$ cat config.mk
export PLATFORM = sky130hd
export DESIGN_NAME = wbs_uart_tx
export DESIGN_NICKNAME = d
export VERILOG_FILES = /design/src/rtl/wb_pkg.sv /design/src/rtl/fifo_sync.sv /design/src/rtl/wbs_uart_tx.sv
export SDC_FILE = /design/constraint.sdc
export NUM_CORES = 1
export LEC_CHECK = 0
export ABC_AREA = 0
export CAP_MARGIN = 20
export CORE_MARGIN = 2
export CORE_UTILIZATION = 51
export CTS_CLUSTER_SIZE = 16
export DETAILED_ROUTE_END_ITERATION = 10
export PLACE_DENSITY = 0.83
export SETUP_SLACK_MARGIN = 0.02
export SYNTH_ARGS = -nofsm -noshare
export SYNTH_HDL_FRONTEND = slang
export SYNTH_HIERARCHICAL = 1
export SYNTH_SLANG_ARGS = --single-unit
$ cat constraint.sdc
create_clock -name wb_clk_i -period 3.2 [get_ports wb_clk_i]
set_input_delay 0.8 -clock wb_clk_i [delete_from_list [all_inputs] [get_ports wb_clk_i]]
set_output_delay 0.8 -clock wb_clk_i [all_outputs]
set_load 0.01 [all_outputs]
$ cat src/rtl/wb_pkg.sv
// Shared definitions for the Wishbone peripherals: register map, status layout,
// clock constants and the UART transmitter state encoding.
package wb_pkg;

  localparam int unsigned CPU_CLK_HZ = 48_000_000;
  localparam int unsigned UART_BAUD  = 115_200;
  // Rounded to nearest so the bit period error stays under half a clock.
  localparam int unsigned CLK_DIV_115200 = (CPU_CLK_HZ + UART_BAUD / 2) / UART_BAUD;

  localparam logic [3:0] UART_TX_DATA   = 4'h0;
  localparam logic [3:0] UART_TX_STATUS = 4'h1;
  localparam logic [3:0] UART_TX_DIV    = 4'h2;

  localparam int STATUS_EMPTY_BIT = 0;
  localparam int STATUS_FULL_BIT  = 1;
  localparam int STATUS_BUSY_BIT  = 2;
  localparam int STATUS_LEVEL_LSB = 8;

  localparam logic [15:0] UART_DIV_MIN = 16'd4;

  typedef enum logic [1:0] {
    TX_IDLE  = 2'd0,
    TX_START = 2'd1,
    TX_DATA  = 2'd2,
    TX_STOP  = 2'd3
  } tx_state_e;

  function automatic logic [15:0] clamp_div(input logic [15:0] value);
    return (value < UART_DIV_MIN) ? UART_DIV_MIN : value;
  endfunction

endpackage

$ cat src/rtl/fifo_sync.sv
// Single-clock FIFO with show-ahead read data, simultaneous push/pop and
// an occupancy count; shared by the Wishbone peripherals.
module fifo_sync #(
  parameter int WIDTH      = 8,
  parameter int DEPTH_LOG2 = 2
) (
  input  logic                  clk_i,
  input  logic                  srst_i,
  input  logic                  push_i,
  input  logic [WIDTH-1:0]      push_data_i,
  input  logic                  pop_i,
  output logic [WIDTH-1:0]      pop_data_o,
  output logic                  full_o,
  output logic                  empty_o,
  output logic [DEPTH_LOG2:0]   level_o
);

  localparam logic [DEPTH_LOG2:0] FULL_LEVEL = {1'b1, {DEPTH_LOG2{1'b0}}};

  logic [WIDTH-1:0]      mem_q [2**DEPTH_LOG2];
  logic [DEPTH_LOG2-1:0] wr_ptr_q, rd_ptr_q;
  logic [DEPTH_LOG2:0]   level_q;
  logic                  do_push, do_pop;

  assign empty_o    = (level_q == '0);
  assign full_o     = (level_q == FULL_LEVEL);
  assign level_o    = level_q;
  assign pop_data_o = mem_q[rd_ptr_q];
  assign do_pop     = pop_i && !empty_o;
  // A push into a full FIFO is only safe when the same edge frees a slot.
  assign do_push    = push_i && (!full_o || do_pop);

  always_ff @(posedge clk_i) begin
    if (do_push) begin
      mem_q[wr_ptr_q] <= push_data_i;
    end
  end

  always_ff @(posedge clk_i) begin
    if (srst_i) begin
      wr_ptr_q <= '0;
      rd_ptr_q <= '0;
      level_q  <= '0;
    end else begin
      if (do_push) wr_ptr_q <= wr_ptr_q + DEPTH_LOG2'(1);
      if (do_pop)  rd_ptr_q <= rd_ptr_q + DEPTH_LOG2'(1);
      case ({do_push, do_pop})
        2'b10:   level_q <= level_q + (DEPTH_LOG2 + 1)'(1);
        2'b01:   level_q <= level_q - (DEPTH_LOG2 + 1)'(1);
        default: level_q <= level_q;
      endcase
    end
  end

endmodule

$ cat src/rtl/wbs_uart_tx.sv
// Wishbone B4 pipelined UART transmitter: byte FIFO feeding an 8N1 serialiser,
// with DATA / STATUS / DIVISOR registers on a 4-bit word address space.
module wbs_uart_tx
  import wb_pkg::*;
#(
  parameter int FIFO_DEPTH_LOG2 = 2,
  parameter int CLK_DIV_RESET   = CLK_DIV_115200
) (
  input  logic        wb_clk_i,
  input  logic        wb_rst_i,
  input  logic        wbs_cyc_i,
  input  logic        wbs_stb_i,
  input  logic        wbs_we_i,
  input  logic [3:0]  wbs_adr_i,
  input  logic [3:0]  wbs_sel_i,
  input  logic [31:0] wbs_dat_i,
  output logic [31:0] wbs_dat_o,
  output logic        wbs_stall_o,
  output logic        wbs_ack_o,
  output logic        uart_tx_o
);

  localparam logic [15:0] DIV_RESET = 16'(CLK_DIV_RESET);

  logic                     fifo_full, fifo_empty;
  logic [FIFO_DEPTH_LOG2:0] fifo_level;
  logic [7:0]               fifo_data;
  logic                     req, accept, push, pop;
  logic [31:0]              rdata;
  logic [15:0]              div_q, div_d;
  logic                     ack_q;
  logic [31:0]              dat_q;
  tx_state_e                state_q;
  logic [7:0]               shift_q;
  logic [2:0]               bit_q;
  logic [15:0]              baud_q, div_lat_q;
  logic                     tx_q;
  logic                     unused_bits;

  assign req         = wbs_cyc_i && wbs_stb_i;
  assign wbs_stall_o = req && wbs_we_i && (wbs_adr_i == UART_TX_DATA) && fifo_full;
  assign accept      = req && !wbs_stall_o;
  assign push        = accept && wbs_we_i && (wbs_adr_i == UART_TX_DATA) && wbs_sel_i[0];
  // Pop when leaving IDLE, or on the last STOP cycle so frames chain with no gap.
  assign pop         = !fifo_empty &&
                       ((state_q == TX_IDLE) || (state_q == TX_STOP && baud_q == 16'd0));
  assign div_d       = clamp_div({wbs_sel_i[1] ? wbs_dat_i[15:8] : div_q[15:8],
                                  wbs_sel_i[0] ? wbs_dat_i[7:0]  : div_q[7:0]});
  assign unused_bits = ^{wbs_sel_i[3:2], wbs_dat_i[31:16]};

  fifo_sync #(
    .WIDTH      (8),
    .DEPTH_LOG2 (FIFO_DEPTH_LOG2)
  ) u_fifo (
    .clk_i       (wb_clk_i),
    .srst_i      (wb_rst_i),
    .push_i      (push),
    .push_data_i (wbs_dat_i[7:0]),
    .pop_i       (pop),
    .pop_data_o  (fifo_data),
    .full_o      (fifo_full),
    .empty_o     (fifo_empty),
    .level_o     (fifo_level)
  );

  always_comb begin
    rdata = '0;
    case (wbs_adr_i)
      UART_TX_STATUS: begin
        rdata[STATUS_EMPTY_BIT] = fifo_empty;
        rdata[STATUS_FULL_BIT]  = fifo_full;
        rdata[STATUS_BUSY_BIT]  = (state_q != TX_IDLE);
        rdata[STATUS_LEVEL_LSB +: FIFO_DEPTH_LOG2 + 1] = fifo_level;
      end
      UART_TX_DIV: rdata[15:0] = div_q;
      default: ;
    endcase
  end

  always_ff @(posedge wb_clk_i) begin
    if (wb_rst_i) begin
      ack_q <= 1'b0;
      dat_q <= '0;
      div_q <= DIV_RESET;
    end else begin
      ack_q <= accept;
      dat_q <= (accept && !wbs_we_i) ? rdata : '0;
      if (accept && wbs_we_i && wbs_adr_i == UART_TX_DIV) begin
        div_q <= div_d;
      end
    end
  end

  always_ff @(posedge wb_clk_i) begin
    if (wb_rst_i) begin
      state_q   <= TX_IDLE;
      tx_q      <= 1'b1;
      shift_q   <= '0;
      bit_q     <= '0;
      baud_q    <= '0;
      div_lat_q <= DIV_RESET;
    end else begin
      case (state_q)
        TX_IDLE: begin
          tx_q <= 1'b1;
          if (pop) begin
            shift_q   <= fifo_data;
            div_lat_q <= div_q;
            baud_q    <= div_q - 16'd1;
            tx_q      <= 1'b0;
            state_q   <= TX_START;
          end
        end
        TX_START: begin
          if (baud_q == 16'd0) begin
            tx_q    <= shift_q[0];
            bit_q   <= '0;
            baud_q  <= div_lat_q - 16'd1;
            state_q <= TX_DATA;
          end else begin
            baud_q <= baud_q - 16'd1;
          end
        end
        TX_DATA: begin
          if (baud_q == 16'd0) begin
            baud_q <= div_lat_q - 16'd1;
            if (bit_q == 3'd7) begin
              tx_q    <= 1'b1;
              state_q <= TX_STOP;
            end else begin
              tx_q    <= shift_q[1];
              shift_q <= {1'b0, shift_q[7:1]};
              bit_q   <= bit_q + 3'd1;
            end
          end else begin
            baud_q <= baud_q - 16'd1;
          end
        end
        TX_STOP: begin
          if (baud_q != 16'd0) begin
            baud_q <= baud_q - 16'd1;
          end else if (pop) begin
            shift_q   <= fifo_data;
            div_lat_q <= div_q;
            baud_q    <= div_q - 16'd1;
            tx_q      <= 1'b0;
            state_q   <= TX_START;
          end else begin
            state_q <= TX_IDLE;
          end
        end
        default: state_q <= TX_IDLE;
      endcase
    end
  end

  assign wbs_ack_o = ack_q;
  assign wbs_dat_o = dat_q;
  assign uart_tx_o = tx_q;

endmodule

# Word-level counts from Yosys, hierarchy flattened
# Memories as Yosys holds them, arrays and structs flattened. A register that Yosys moved wholly into a read port is not among the register bits.
# Cells that the tools add are included.
# totals
regBits,102
latchBits,0
mem_bits_rw,32
romBits,0
in_bits,45
output_inout_bits,35
word_cells,120
memories,1
# classes
n_addsub,8
multipliers,0
n_div,0
magnitude_cmp,1
eq_ne,16
shifts,0
muxes,40
bitwise,2
reduce_logical,38
# memory_table
memory,words,width,read_ports,rd_clocked_by_memory_dff,write_ports,line,source
u_fifo.mem_q,4,8,1,1,1,fifo_sync.sv:20,logic [WIDTH-1:0] mem_q [2**DEPTH_LOG2];
# op_table
op,count
two-way mux 16 bit,6
two-way mux 8 bit,6
one-hot mux 16 bit (3 select lines),1
"subtractor 16 x 1 -> 16 bit, second input constant",3
one-hot mux 16 bit (2 select lines),1
one-hot mux 3 bit (2 select lines),4
one-hot mux 8 bit (3 select lines),1
zero test 16 bit,1
"less-than comparator 16 x 3 -> 1 bit, second input constant",1
nonzero test 16 bit,1
logical AND 1 bit,14
two-way mux 2 bit,7
AND reduction 4 bit,3
"!= test 2 bit, second input constant",5
two-way mux 1 bit,9
two-way mux 3 bit,3
one-hot mux 2 bit (4 select lines),1
nonzero test 2 bit,4
"adder 3 x 1 -> 3 bit, second input constant",2
"equality test 2 bit, second input constant",3
"equality test 3 bit, second input constant",2
AND reduction 5 bit,1
"adder 2 x 1 -> 2 bit, second input constant",2
"equality test 2 x 1 -> 1 bit, second input constant",2
other kinds (15),22

# Logic depth before layout (Yosys ltp)
# Gate-level depths: netlist of run 1.
# depth
word_depth,12
mapped_depth,13
mapped_depth_nobuf,11

# By module
# Netlist of run 1, hierarchy kept.
# modules_own_cells
mod,n_inst,cells_each,area_each_um2,seq_area_each_um2
wbs_uart_tx,1,579,4718.3,1581.5
fifo_sync,1,101,1691.6,1141.1

# Worst setup path after synthesis of run 1
# OpenSTA, ideal clock, no wires.
# synth_timing
path_kind,register to register
start,reg baud_q[0]
end,"reg u_fifo.level_q[2], in the netlist u_fifo/level_o[2]"
setup_time_ns,0.123
arrival_time_ns,3.127
t_required_ns,3.077
slack_ns,-0.050
stages_incl_launch_ff,14
cell_sequence,dfxtp_1 > inv_1 > ha_1 > nor4b_2 > and4_1 > a21o_1 > buf_4 > buf_2 > o31a_1 > nand2b_1 > fa_1 > nand2b_1 > o31ai_2 > mux2_1
# synth_between
elab_chain_len,9
# synth_rtl
element,line,source
start: declaration,wbs_uart_tx.sv:36,"logic [15:0] baud_q, div_lat_q;"
start signal: assignment,wbs_uart_tx.sv:109,baud_q <= div_q - 16'd1;
start signal: assignment,wbs_uart_tx.sv:118,baud_q <= div_lat_q - 16'd1;
start signal: assignment,wbs_uart_tx.sv:121,baud_q <= baud_q - 16'd1;
zero test 16 bit *,wbs_uart_tx.sv:46,((state_q == TX_IDLE) || (state_q == TX_STOP && baud_q == 16'd0));
logical AND 1 bit *,wbs_uart_tx.sv:46,
logical OR 1 bit *,wbs_uart_tx.sv:46,
logical AND 1 bit *,wbs_uart_tx.sv:45,assign pop = !fifo_empty &&
net pop,wbs_uart_tx.sv:28,"logic req, accept, push, pop;"
logical AND 1 bit *,fifo_sync.sv:29,assign do_pop = pop_i && !empty_o;
logical OR 1 bit,fifo_sync.sv:31,assign do_push = push_i && (!full_o || do_pop);
logical AND 1 bit,fifo_sync.sv:31,
equality test 2 x 1 -> 1 bit or equality test 2 bit (tied branches),fifo_sync.sv:47,"case ({do_push, do_pop})"
one-hot mux 3 bit (2 select lines) or nonzero test 2 bit (tied branches),n/a,
end signal: assignment,fifo_sync.sv:48,2'b10: level_q <= level_q + (DEPTH_LOG2 + 1)'(1);
end signal: assignment,fifo_sync.sv:49,2'b01: level_q <= level_q - (DEPTH_LOG2 + 1)'(1);
end signal: assignment,fifo_sync.sv:50,default: level_q <= level_q;
end: declaration,fifo_sync.sv:22,logic [DEPTH_LOG2:0] level_q;
# Mark *: on every way through the listed nets, which the timed path passes. The rest lies on a longest branch.
# A chain may end at the register's enable or synchronous reset.

# Worst setup path in the final report of run 1
# layout_timing
start,reg baud_q[0]
end,"reg u_fifo.level_q[2], in the netlist u_fifo/level_o[2]"
# layout_between
elab_chain_len,9
# layout_rtl
element,line
zero test 16 bit *,wbs_uart_tx.sv:46
logical AND 1 bit *,wbs_uart_tx.sv:46
logical OR 1 bit *,wbs_uart_tx.sv:46
logical AND 1 bit *,wbs_uart_tx.sv:45
logical AND 1 bit *,fifo_sync.sv:29
logical OR 1 bit,fifo_sync.sv:31
logical AND 1 bit,fifo_sync.sv:31
equality test 2 x 1 -> 1 bit or equality test 2 bit (tied branches),fifo_sync.sv:47
one-hot mux 3 bit (2 select lines) or nonzero test 2 bit (tied branches),n/a
# Every way passes the cells marked *; elsewhere a longest branch is shown, timed or not.

==> results of run 1 <==
worst max path at each step:
stage | from | to | slack, ns | cells past startpoint
CTS | wbs_we_i | wbs_stall_o | 0.05 | 5
global route | baud_q[0]$_SDFF_PP0_ | u_fifo/level_o[2]$_SDFFE_PP0P_ | -0.01 | 11
global placement | wbs_adr_i[0] | wbs_stall_o | 0.03 | 5
finish | baud_q[0]$_SDFF_PP0_ | u_fifo/level_o[2]$_SDFFE_PP0P_ | 0.13 | 11
detailed placement | wbs_we_i | wbs_stall_o | 0.006 | 5
floorplan | baud_q[0]$_SDFF_PP0_ | u_fifo/level_o[2]$_SDFFE_PP0P_ | 0.05 | 13
metrics by stage:
| step | std cells | util (%) |
|---|---|---|
| final | 910 | 62.5 |
| after global routing | 910 | 62.5 |
| after CTS | 905 | 62.2 |
| after detailed placement | 873 | 57.6 |
| after global placement | 873 | 57.6 |
| after floorplan | 695 | - |
state kept, by name, summed over array words and instances, names as in the netlist, named ones only:
name and flops:
baud_q 16, bit_q 3, div_lat_q 16, div_q 16
shift_q 8, state_q 2, u_fifo/level_o 3, u_fifo/mem_q 32
u_fifo/rd_ptr_q 2, u_fifo/wr_ptr_q 2, uart_tx_o 1, wbs_ack_o 1
wbs_dat_o 16
Yosys cell counts, drive strengths merged, types with 5 or more instances:
cell	number	area, um^2
a22o	7	61.3
inv	17	63.8
xnor2	22	193
dfxtp	88	1760
nand2	35	131
buf	31	213
a21oi	37	185
nor4	16	106
ha	15	188
mux2i	24	244
and2	18	113
mux4	8	180
nor2b	15	96.3
a221oi	8	70.1
a31oi	5	31.3
clkbuf	31	116
o21ai	29	145
o22ai	6	37.5
xor2	17	149
o211ai	6	45.0
edfxtp	32	961
nand3	55	275
nand4	11	68.8
nor3b	8	60.1
nor3	27	140
nand2b	5	31.3
nor2	40	150
layout by cell type, fill, tap and decap left out, types with 4 or more instances in the layout:
| cell | netlist | routed |
|---|---|---|
| a21oi_1 | 37 | 37 |
| a221oi_1 | 8 | 8 |
| a22o_1 | 7 | 7 |
| a31oi_1 | 5 | 5 |
| and2_1 | 18 | 18 |
| buf_4 | 17 | 32 |
| clkbuf_16 | 0 | 17 |
| clkdlybuf4s50_1 | 0 | 43 |
| clkinvlp_4 | 0 | 6 |
| conb_1 | 1 | 16 |
| dfxtp_1 | 88 | 88 |
| edfxtp_1 | 32 | 32 |
| ha_1 | 15 | 15 |
| inv_1 | 17 | 16 |
| mux2i_1 | 23 | 23 |
| mux4_2 | 8 | 8 |
| nand2_1 | 35 | 35 |
| nand2b_1 | 5 | 5 |
| nand3_1 | 55 | 55 |
| nand4_1 | 11 | 11 |
| nor2_1 | 40 | 40 |
| nor2b_1 | 14 | 14 |
| nor3_1 | 26 | 25 |
| nor3b_1 | 8 | 8 |
| nor4_1 | 15 | 14 |
| o211ai_1 | 6 | 6 |
| o21ai_0 | 29 | 29 |
| o22ai_1 | 6 | 6 |
| o32ai_1 | 4 | 4 |
| xnor2_1 | 22 | 22 |
| xor2_1 | 17 | 17 |
power breakdown:
part | switching, mW | total, mW | internal [mW]
sequential | 0.0157 | 1.59 | 1.57
combinational | 0.275 | 0.416 | 0.141
clock | 0.710 | 1.78 | 1.07
total | 1.00 | 3.78 | 2.78
worst max-delay path, stage by stage (launching register included):
cell and delay, ns:
dfxtp_1 0.37, inv_2 0.10, ha_1 0.17, nor4b_2 0.25, and4_1 0.28, a21o_1 0.22
o31a_1 0.26, nand2b_1 0.10, fa_1 0.38, nand2b_1 0.17, o31ai_2 0.27, mux2_1 0.37
what timing repair did:
action	4_1_cts	5_1_grt
resized for setup	1	2
setup endpoints to repair	1	2
pin swaps	0	2
setup buffers	0	5
kinds of logic (layout without fill, tap and decap cells):
| kind of cell | Yosys count | count (layout) | share of synthesized area [%] |
|---|---|---|---|
| flops | 120 | 120 | 42.5 |
| fa+ha+maj | 16 | 16 | 3.24 |
| simple gates | 260 | 260 | 22.4 |
| mux | 35 | 35 | 7.14 |
| buf+inv | 80 | 127 | 6.19 |
| xor+xnor | 39 | 39 | 5.33 |
| other cells | 1 | 16 | 0.0585 |
| compound gates | 129 | 129 | 13.2 |
per-layer routing:
metal / global-route usage (%) / routed length [um] / up-vias
li1: - / - / 2566
met1: 32.4 / 6720 / 2600
met2: 42.6 / 8130 / 291
met3: 6.18 / 1260 / 44
met4: 9.84 / 444 / 0
met5: 0 / 0 / -
layout make-up:
class                           count  area share, %
Multi-Input combinational cell    495           44.2
Clock buffer                       18           5.64
Timing Repair Buffer               77           9.05
Sequential cell                   120           35.8
Inverter                           18          0.889
Tap cell                          168           2.76
Clock inverter                     14           1.68
==> results.cfg, run 1 <==
[status]
outcome = finished, final reports clean

[cells_and_area]
fill_cells = 909
regArea_um2 = 2720
drive_gt1_share_pct = 12.4
syn_to_final_growth_pct = 18.6
multiInputGateArea_um2 = 3360
final_net_count = 790
final_cell_area_um2 = 7600
antenna_cells = 0

[critical_path]
end_kind = flop
r2r-start = baud_q[0]$_SDFF_PP0_
r2r.worst_path.cells = 11
crit_arrival_ns = 3.36
worstSetupPathType = flop to flop
critPathLaunchType = flop
setup.reg_to_reg.worst_slack_ns = 0.13
cp_max_fo = 7
cp.required_ns = 3.49
r2r-end = u_fifo/level_o[2]$_SDFFE_PP0P_

[timing]
fin_crit_sh_pct = 95.8
clock_skew_ns = 0.00466
fin_hold_ws_ns = 0.460
tns_ns = 0
timing.fmax_mhz = 326
fin_ws_ns = 0.134
slew_headroom_pct = 26.8
fin_crit_ns = 3.07
worst_pin_slew_ns = 1.07
rsz0062_at_grt = true
hold_viol = 0
setup_violations = 0
slew_viol_final = 0

[min_path]
hold_start = bit_q[2]$_SDFFE_PP0P_
hold-path-cell-count = 2
hp-class = flop to flop
hold-path-endpoint = bit_q[2]$_SDFFE_PP0P_

[flow_run]
maxCapViolations = 0

[place]
dpl_cell_area_um2 = 7000
pre_cts_slack_ns = 0.00631
gp_congestion = 0.927
place_hpwl_mm = 11.5
io_buffers = 45

[synthesis]
ys_types = 76
ys_warn_count = 6
synthFlopType = dfxtp_1
syn-cell-area_um2 = 6410
synth_area_per_cell_um2 = 9.43
seq_area_frac_synth_pct = 42.5
ys_async_sr_fraction_pct = 0
synthCells = 680
ys_ff_latch = 120
synth_enable_flop_cells = 32

[pwr]
peakVddDrop_mv = 0.373
p_leak_nw = 2.79
power.total_mw = 3.78
p_per_area_nw_per_um2 = 498

[cts]
cts.clk_slew.worst_paths_ns = 0.05
clock_path_buffers = 2
clockRootBuffer = clkbuf_16
cts_buffers = 17
clock_sinks = 120
cts-htree-levels = 4
clk_latency_ns = 0.42
cts_tree = yes
holdBufCountCts = 0

[die]
rows = 40
ios = 80
fp.dieW_um = 116
start_util_pct = 52.7
coreArea_um2 = 12200
fp.dieH_um = 116
die-area_um2 = 13500

[drt]
wl_per_cell_um = 18.2
ant_nets = 0
vias = 5501
drt_iter0_drc = 491
drc = 0
drt-total-wl_mm = 16.6
via_per_inst = 6.05
firstDrtPassIters = 5

[global_route]
grt_overflow_total = 0
grt_usage_pct = 25.6
antenna_found_initial = 0
grt_max_degree = 30
grt_pass1_wl_mm = 26.6
grt_pass1_vias = 5312
Power figures use the tool's default switching activity.
==> run 2: changes to the inputs <==
--- a/config.mk
+++ b/config.mk
@@ -7,11 +7,12 @@
 export LEC_CHECK = 0
 export ABC_AREA = 0
 export CAP_MARGIN = 20
+export CORE_ASPECT_RATIO = 0.7
 export CORE_MARGIN = 2
-export CORE_UTILIZATION = 51
+export CORE_UTILIZATION = 56
 export CTS_CLUSTER_SIZE = 16
 export DETAILED_ROUTE_END_ITERATION = 10
-export PLACE_DENSITY = 0.83
+export PLACE_DENSITY = 0.86
 export SETUP_SLACK_MARGIN = 0.02
 export SYNTH_ARGS = -nofsm -noshare
 export SYNTH_HDL_FRONTEND = slang
==> constraint.sdc (replaced) <==
create_clock -name wb_clk_i -period 3.04 [get_ports wb_clk_i]
set_input_delay 0.76 -clock wb_clk_i [delete_from_list [all_inputs] [get_ports wb_clk_i]]
set_output_delay 0.76 -clock wb_clk_i [all_outputs]
set_load 0.01 [all_outputs]
==> run 2 against run 1 <==
Net effect: the run now ends with design-rule violations left; register-to-register slack barely moved; wire length is 16% higher; total power is 16% higher; global-route usage grew 6.0 points; die area is 8.5% lower; critical path type unchanged.
==> results.cfg, run 2 (synthesis gave the netlist of run 1 again) <==
[cells_and_area]
post-route-util_pct = 70.1
fill_cells = 737
final_net_count = 798
syn_to_final_growth_pct = 21.4
largest_reg_flops = 32
layout_commonest_cell = dfxtp_1
final_cell_mix = dfxtp_1, nand3_1, clkdlybuf4s50_1
antenna_cells = 0
final_cell_area_um2 = 7780
regMostFlops = u_fifo/mem_q
instances_no_fill = 903
drive_gt1_share_pct = 13.3

[drt]
vias = 6011
firstDrtPassIters = 11
wl_per_cell_um = 21.2
route.met3.wl_mm = 2.31
drt-total-wl_mm = 19.2
drt_iter0_drc = 873
route.met2.wl_mm = 8.60
routed.top_layer = met4
drc = 1
met1_length_mm = 7.58
ant_nets = 0
via_per_inst = 6.66

[timing]
timing.fmax_mhz = 342
setup_violations = 0
fin_crit_ns = 2.92
worst_pin_slew_ns = 0.995
tns_ns = 0
fin_hold_ws_ns = 0.459
rsz0062_at_grt = true
clock_skew_ns = 0.00576
fin_crit_sh_pct = 96.1
hold_viol = 0
slew_headroom_pct = 32.3
slew_viol_final = 0

[cts]
cts_tree = yes
cts-htree-levels = 4
cts_buffers = 17
cts.clk_slew.worst_paths_ns = 0.06
clockRootBuffer = clkbuf_16
clock_path_buffers = 2
clock_sinks = 120
clk_latency_ns = 0.41

[die]
ios = 80
die-area_um2 = 12300
rows = 32
fp.dieH_um = 93.5
fp.dieW_um = 132
coreArea_um2 = 11100
start_util_pct = 57.8

[pwr]
peakVddDrop_mv = 0.436
p_clk_share_pct = 50.9
power_frac_seq_pct = 38.1
p_per_area_nw_per_um2 = 563
internal_power_mw = 3.33
power.switching_mw = 1.05
p_leak_nw = 2.90
combPwrFrac_pct = 10.9
p_sw_share_pct = 24.0

[global_route]
grt_overflow_total = 0
antenna_found_initial = 0
grt_pass1_vias = 5826
grt_pass1_wl_mm = 30.4
grt_usage_pct = 31.6
grt_max_degree = 42

[status]
outcome = finished with violations
violations = design-rule violations

[flow_run]
maxCapViolations = 0

[critical_path]
cp_max_fo = 7
worstSetupPathType = flop to flop
cp.required_ns = 3.34
end_kind = flop
crit_arrival_ns = 3.22
critPathLaunchType = flop

[place]
io_buffers = 45
dpl_cell_area_um2 = 7090
gp_congestion = 0.923
dp_cells = 868
place_hpwl_mm = 12.3

[min_path]
hp-class = flop to flop
run 2: changes by cell type in the layout (fill, tap and decap cells not counted), sizes merged, moves of 2 or more:
cell      change
clkinvlp      -5
bufinv        +4
clkbuf        +6
buf           +8
inv           -2
clkinv        -3
run 2: power groups by stage:
stage	combinational (mW)	sequential, mW	clock (mW)
after floorplan	0.298	1.70	0
after global placement	0.417	1.70	0
after detailed placement	0.437	1.70	0
after CTS	0.451	1.67	2.23
after global routing	0.507	1.67	2.29
final	0.478	1.67	2.23
run 2: path summary, 6_finish.rpt:
path | startpoint | endpoint | slack, ns | cells after the start
max reg2reg | baud_q[0]$_SDFF_PP0_ | u_fifo/level_o[2]$_SDFFE_PP0P_ | 0.12 | 11
min | bit_q[2]$_SDFFE_PP0P_ | bit_q[2]$_SDFFE_PP0P_ | 0.46 | 2
min reg2reg | bit_q[2]$_SDFFE_PP0P_ | bit_q[2]$_SDFFE_PP0P_ | 0.46 | 2
max | baud_q[0]$_SDFF_PP0_ | u_fifo/level_o[2]$_SDFFE_PP0P_ | 0.12 | 11
run 2: routing by layer:
metal	GRT usage, %	vias to the layer above
li1	-	2581
met1	41.4	2848
met2	49.3	496
met3	7.70	86
met4	14.8	0
met5	2.56	-
run 2: final cells by class:
cell class,instances,area [um^2],area share [%]
Multi-Input combinational cell,495,3380,43.4
Clock buffer,24,482,6.19
Sequential cell,120,2720,35.0
Inverter,18,67.6,0.869
Clock inverter,8,168,2.16
Tap cell,153,191,2.46
Timing Repair Buffer,85,769,9.89
run 2: what timing repair did:
action / 4_1_cts / 5_1_grt
endpoints found under the setup margin: 2 / 3
resized for setup: 3 / 2
hold endpoints to repair: 0 / 0
buffers inserted: 2 / 1
pin swaps: 1 / 1
hold buffers: 0 / 0
gates cloned: 0 / 0
run 2: through the flow:
step / power, mW / worst slack (ns)
6_report: 4.38 / 0.120
4_1_cts: 4.36 / 0.0933
2_1_floorplan: 2.00 / 0.0391
3_3_place_gp: 2.12 / -0.113
5_1_grt: 4.47 / -0.00606
3_5_place_dp: 2.14 / -0.135
run 2: critical path: stages (launching register included):
cell and delay [ns]:
dfxtp_1 0.36, inv_1 0.13, ha_1 0.19, nor4b_4 0.21
and4_1 0.26, a21o_1 0.26, o31a_1 0.21, nand2b_1 0.08
fa_1 0.38, nand2b_1 0.16, o31ai_2 0.21, mux2_1 0.35
